===== config.mk =====
export PLATFORM = sky130hd
export DESIGN_NAME = exu_pc_seq
export DESIGN_NICKNAME = d
export VERILOG_FILES = /design/src/rtl/exu_pc_seq.sv
export SDC_FILE = /design/constraint.sdc
export NUM_CORES = 1
export LEC_CHECK = 0
export CORE_UTILIZATION = 35
export DETAILED_ROUTE_END_ITERATION = 16
export PLACE_DENSITY = 0.66
export SLEW_MARGIN = 25
export SYNTH_ARGS = -nofsm -noshare
export SYNTH_HDL_FRONTEND = slang
export SYNTH_SLANG_ARGS = --single-unit

===== constraint.sdc =====
create_clock -name clk -period 4.5 [get_ports clk]
set_input_delay 1.125 -clock clk [delete_from_list [all_inputs] [get_ports clk]]
set_output_delay 1.125 -clock clk [all_outputs]
set_load 0.005 [all_outputs]

===== src/rtl/exu_pc_seq.sv =====
// exu_pc_seq: multi-cycle sequencer for the npc PC next-state datapath.
//
// Owns the PC register and walks each instruction through
// fetch -> execute -> (memory) -> writeback with valid/ready handshakes.
// The EXU-computed next PC is committed only in writeback. The sequencer
// stops in HALT on ebreak and in ERR on an illegal instruction or when a
// bus response does not arrive in time.
//
// Ports:
//   clk, rst                      clock, asynchronous active-high reset
//   pc_in, pc_w_en_exu            next PC and legality flag from the EXU
//   pc_out                        current PC
//   ifu_req_valid/ready           fetch request handshake at pc_out
//   ifu_resp_valid, ifu_inst      fetch response
//   inst_reg                      latched instruction for the decoder
//   is_load/is_store/is_ebreak    decoder outputs for inst_reg
//   rf_w_req                      decoder register-write request
//   lsu_req_valid/ready           memory request handshake
//   lsu_resp_valid                memory access complete
//   rf_w_en                       register file write strobe (WB only)
//   halt, err                     terminal status flags
//   instret                       retired instruction counter

`ifndef ISA_WIDTH
`define ISA_WIDTH 32
`endif

module exu_pc_seq #(
  parameter logic [`ISA_WIDTH-1:0] RESET_PC       = 32'h8000_0000,
  parameter int unsigned           TIMEOUT_CYCLES = 256
) (
  input  logic                  clk,
  input  logic                  rst,
  input  logic [`ISA_WIDTH-1:0] pc_in,
  input  logic                  pc_w_en_exu,
  output logic [`ISA_WIDTH-1:0] pc_out,
  output logic                  ifu_req_valid,
  input  logic                  ifu_req_ready,
  input  logic                  ifu_resp_valid,
  input  logic [31:0]           ifu_inst,
  output logic [31:0]           inst_reg,
  input  logic                  is_load,
  input  logic                  is_store,
  input  logic                  is_ebreak,
  input  logic                  rf_w_req,
  output logic                  lsu_req_valid,
  input  logic                  lsu_req_ready,
  input  logic                  lsu_resp_valid,
  output logic                  rf_w_en,
  output logic                  halt,
  output logic                  err,
  output logic [31:0]           instret
);

  typedef enum logic [3:0] {
    StIdle,
    StFetchReq,
    StFetchWait,
    StExec,
    StMemReq,
    StMemWait,
    StWb,
    StHalt,
    StErr
  } state_e;

  // Last counter value tolerated without a response before giving up.
  localparam logic [8:0] WaitLast = 9'(TIMEOUT_CYCLES - 1);

  state_e                  r_state;
  logic [`ISA_WIDTH-1:0]   r_pc;
  logic [31:0]             r_inst;
  logic [31:0]             r_instret;
  logic [8:0]              r_wait;

  always_ff @(posedge clk or posedge rst) begin
    if (rst) begin
      r_state   <= StIdle;
      r_pc      <= RESET_PC;
      r_inst    <= '0;
      r_instret <= '0;
      r_wait    <= '0;
    end else begin
      unique case (r_state)
        StIdle: r_state <= StFetchReq;

        StFetchReq: begin
          if (ifu_req_ready) begin
            r_state <= StFetchWait;
            r_wait  <= '0;
          end
        end

        // A response in the final allowed cycle still takes priority.
        StFetchWait: begin
          if (ifu_resp_valid) begin
            r_inst  <= ifu_inst;
            r_state <= StExec;
          end else if (r_wait == WaitLast) begin
            r_state <= StErr;
          end else begin
            r_wait <= r_wait + 9'd1;
          end
        end

        StExec: begin
          if (is_ebreak) begin
            r_instret <= r_instret + 32'd1;
            r_state   <= StHalt;
          end else if (!pc_w_en_exu) begin
            r_state <= StErr;
          end else if (is_load || is_store) begin
            r_state <= StMemReq;
          end else begin
            r_state <= StWb;
          end
        end

        StMemReq: begin
          if (lsu_req_ready) begin
            r_state <= StMemWait;
            r_wait  <= '0;
          end
        end

        StMemWait: begin
          if (lsu_resp_valid) begin
            r_state <= StWb;
          end else if (r_wait == WaitLast) begin
            r_state <= StErr;
          end else begin
            r_wait <= r_wait + 9'd1;
          end
        end

        StWb: begin
          r_pc      <= pc_in;
          r_instret <= r_instret + 32'd1;
          r_state   <= StFetchReq;
        end

        StHalt: r_state <= StHalt;
        StErr:  r_state <= StErr;

        default: r_state <= StErr;
      endcase
    end
  end

  // Moore decode; rf_w_en additionally qualifies on the decoder in WB.
  assign ifu_req_valid = (r_state == StFetchReq);
  assign lsu_req_valid = (r_state == StMemReq);
  assign rf_w_en       = (r_state == StWb) && rf_w_req && !is_store;
  assign halt          = (r_state == StHalt);
  assign err           = (r_state == StErr);
  assign pc_out        = r_pc;
  assign inst_reg      = r_inst;
  assign instret       = r_instret;

endmodule


# After elaboration in Yosys (flattened, before gate mapping)
# Cells that the tools add are included.
totals:
  reg_bits: 109
  inputBits: 75
  output_inout_bits: 101
  wordCells: 50
op_classes:
  n_addsub: 2
  n_eq_ne: 14
  n_mux: 17
  reduce_logical: 12
ops:
  columns: ["cell", "n"]
  rows:
  - ["32-bit case mux with 2 select lines", 1]
  - ["9-bit two-way mux", 5]
  - ["9-bit case mux with 4 select lines", 1]
  - ["32-bit by 1-bit adder with 32-bit output, second input constant", 1]
  - ["32-bit two-way mux", 1]
  - ["4-bit two-way mux", 7]
  - ["4-bit case mux with 7 select lines", 1]
  - ["4-bit by 3-bit == test with 1-bit output, second input constant", 4]
  - ["9-bit by 1-bit adder with 9-bit output, second input constant", 1]
  - ["9-bit by 8-bit == test with 1-bit output, second input constant", 1]
  - ["4-bit by 2-bit == test with 1-bit output, second input constant", 2]
  - ["2-bit inequality test, second input constant", 3]
  - ["2-bit AND reduction", 3]
  - ["5-bit AND reduction", 1]
  - ["4-bit by 1-bit == test with 1-bit output, second input constant", 1]
  - ["4-bit == test, second input constant", 1]
  - ["4-bit logical NOT", 1]
  - ["2-bit by 1-bit inequality test with 1-bit output, second input constant", 2]
  - ["4-bit nonzero test", 1]
  - ["1-bit logical AND", 2]
  - ["2-bit two-way mux", 1]
  - ["2-bit nonzero test", 1]
  - ["2-bit OR reduction", 1]
  - ["1-bit logical NOT", 1]
  - ["1-bit logical OR", 1]

# Depth between registers and ports, before layout
depth:
  ltp_word: 5
  ltp_mapped: 11
  depth_no_buf: 10

# Least setup slack after synthesis
# Ideal clock, no wire load.
synth_timing:
  path_type: "input to output"
  startpoint: "input is_store"
  endpoint: "output rf_w_en"
  arrival_ns: 1.324
  t_required_ns: 3.375
  path_slack_ns: 2.051
  cell_stages: 1
  path_buffers: 0
  cell_sequence: "and3b_1"
synth_between:
  elab_chain_len: 2
synth_rtl:
  columns: ["element", "line", "text"]
  rows:
  - ["from (decl)", "43", "input logic is_store,"]
  - ["1-bit logical NOT", "153", "assign rf_w_en = (r_state == StWb) && rf_w_req && !is_store;"]
  - ["1-bit logical AND", "153", null]
  - ["to (decl)", "49", "output logic rf_w_en,"]
# Every way passes these cells.

# Worst setup path in the final report
layout_timing:
  startpoint: "register r_state[2]"
  endpoint: "output rf_w_en"
layout_between:
  elab_chain_len: 3
layout_rtl:
  columns: ["element", "line", "text"]
  rows:
  - ["from (decl)", "70", "state_e r_state;"]
  - ["from (signal assigned)", "78", "r_state <= StIdle;"]
  - ["from (signal assigned)", "85", "StIdle: r_state <= StFetchReq;"]
  - ["from (signal assigned)", "89", "r_state <= StFetchWait;"]
  - ["4-bit by 3-bit == test with 1-bit output", "153", null]
  - ["1-bit logical AND (2 in a row)", "153", null]
# Every way passes these cells.

==> flow_summary_export.csv <==
group,metric,value,unit
outcome,status,"completed",
clock_tree,cts.sinks,109,
clock_tree,clk_path_buf_depth,2,
timing,fin_skew,4.525,ps
floorplanning,ioPinCount,176,
power,p_leak,3.124,nW
setup_path,crit_required,3380,ps
power,power,2.850,mW
routing,routed_wl,11.39,mm
floorplanning,start_util,0.3593,
clock_tree,clkSlewWorstSetupHoldPaths,70,ps
floorplanning,die_h,118.6,um
timing,min_period,3459,ps
setup_path,r2r-end,"r_wait[3]",
layout,multi_input_area,1918,sq um
grt,grt_use_total,0.1674,
timing,fmax,289.1,MHz
grt,grt_pass1_vias,3799,
clock_tree,cts-root-buf,"clkbuf_16",
clock_tree,cts_tree,"built",
synthesis,synthCells,449,
setup_path,arrival,2330,ps
layout,seqCellArea,2729,sq um
synthesis,synth_area_leaders,"dfrtp_1, nand2_1, mux2_2",
clock_tree,hold_buffers,0,
clock_tree,post_cts_buffers,0,
layout,area_growth,47.20,%
synthesis,yosys_warnings,0,
synthesis,netlist_area,4758,sq um
timing,fin_setup_tns,0,ps
timing,drv_slew,0,
synthesis,ys_dominant_reg_cell,"dfrtp_1",
routing,antenna_left,0,
synthesis,synth-seq-cells,109,
placed_design,pre_cts_slack,1133,ps
synthesis,synth-edff-count,0,
placed_design,portBuffers,175,
layout,finish.utilization,0.5289,
worst_hold_path,hold_start,"inst_reg[6]",
clock_tree,htreeDepth,3,
routing,drc,0,
timing,tightest_slew,925.4,ps
floorplanning,rows,42,
worst_hold_path,hold-path-cell-count,2,
layout,nFillCells,1180,
synthesis,yosysTopAreaCellShare,0.5680,
timing,hold_viol,0,
setup_path,r2r_start,"r_wait[0]",
synthesis,syn_nets,527,
synthesis,synth_most_common_cell,"nand2_1",
worst_hold_path,min_path_type,"flop to flop",
clock_tree,clock_latency,340,ps
layout,final_layout_size_suffix_gt1_frac,0.1038,
routing,num_vias,3765,
power,power.density,407.0,nW/um^2
routing,viasPerCell,4.695,
timing,relSlewSlack,0.3792,
clock_tree,cts_resized,0,
layout,nets,699,
setup_path,rr_worst_depth,10,
floorplanning,die_area,14070,sq um
floorplanning,fp.dieW,118.6,um
clock_tree,cts_inserted_buffers,9,
routing,drtIter0Drc,241,
layout,antennaDiodeCount,0,
grt,grt_overflow,0,
timing,fin_hold_ws,475.2,ps
setup_path,r2r_slack,1630,ps
routing,drt_pass1_iterations,4,
floorplanning,core_area,13240,sq um
worst_hold_path,hold_path_end,"inst_reg[6]",
routing,wire_per_inst,14.20,um
timing,setup_ws,1041,ps
synthesis,synth_async_sr_flop_share,1.000,
synthesis,syn_avg_cell_area,10.60,sq um
placed_design,globalplace.congestion,0.7782,
flow_run,cap_violations,0,
timing,rsz0062_at_grt,"no",
synthesis,synth_cell_type_count,49,
grt,grt_start_max_net_pins,58,
setup_path,cp_max_fo,33,
synthesis,synth_top_area_cell,"dfrtp_1",
setup_path,setup.worst_path.start_class,"flop",
synthesis,seq_area_frac_synth,0.5735,
timing,setup_viol,0,
grt,grt_antenna_before_repair,0,
setup_path,path_class,"flop to output port",
timing,fin_crit_sh,0.7688,
synthesis,synthTopCellsByCount,"nand2_1, dfrtp_1, mux2_2, xnor2_1, nor2_1",
placed_design,dp_hpwl,8.162,mm
setup_path,end_kind,"output port",
power,peakVddDrop,0.0002107,V
grt,grt_pass1_wl,18.75,mm
-- worst max-delay path, cell delays in order, from the launching register on --
cell and delay, ps:
dfrtp_1 580, nand2_1 170, nor3_4 130, buf_4 400, and3b_1 210, clkdlybuf4s50_1 490
-- kinds of logic after synthesis --
| logic type | share of synthesized area |
|---|---|
| compound gates | 0.05285 |
| xor+xnor | 0.05706 |
| fa+ha+maj | 0.007889 |
| buf+inv | 0.02472 |
| flops | 0.5735 |
| mux | 0.07810 |
| simple gates | 0.2059 |
-- worst max path at each step --
stage               startpoint           to
finish              r_state[2]      rf_w_en
floorplan                  rst  inst_reg[0]
CTS                 r_state[1]      rf_w_en
global placement      is_store      rf_w_en
global route        r_state[2]      rf_w_en
detailed placement    is_store      rf_w_en
-- report_power, final --
group,internal [mW],switching (mW)
clock network,0.489,0.343
logic,0.434,0.264
registers,1.17,0.154
total,2.09,0.762
-- per-stage QoR --
stage,cell area (sq um),std cells
floorplan,4758,449
global placement,6694,786
detailed placement,6694,786
CTS,7004,802
global route,7004,802
finish,7004,802
-- placed cells by master, fill, tap and decap left out, types with 5 or more instances in the layout --
cell | synthesis | final
xnor2_1 | 28 | 28
nand4_1 | 5 | 5
clkbuf_16 | 0 | 9
clkdlybuf4s50_1 | 0 | 175
nand3_1 | 13 | 13
inv_1 | 9 | 8
o21ai_0 | 15 | 15
dfrtp_1 | 108 | 108
nor2_1 | 19 | 19
nand2b_1 | 8 | 8
a21oi_1 | 9 | 9
and3_1 | 6 | 6
mux2_2 | 33 | 33
nor3_1 | 5 | 5
nand2_1 | 122 | 122
-- final cells by class --
| class | instances | area share |
|---|---|---|
| flip-flops and latches | 109 | 0.3896 |
| clock inverters | 4 | 0.01054 |
| clock buffers | 12 | 0.03376 |
| multi-input cells | 313 | 0.2738 |
| well taps | 176 | 0.03144 |
| inverters | 10 | 0.005716 |
| repair buffers | 178 | 0.2551 |
-- routing by layer --
layer / routed length (um) / share of wire / up-vias / global-route usage
met3: 698 / 0.061 / 10 / 0.04681
met2: 5442 / 0.48 / 140 / 0.2705
met1: 5159 / 0.45 / 1783 / 0.2152
met4: 92 / 0.0081 / 0 / 0.05696
li1: - / - / 1832 / -
met5: 0 / 0 / - / 0
No activity file was read; power rests on OpenSTA's default activity.
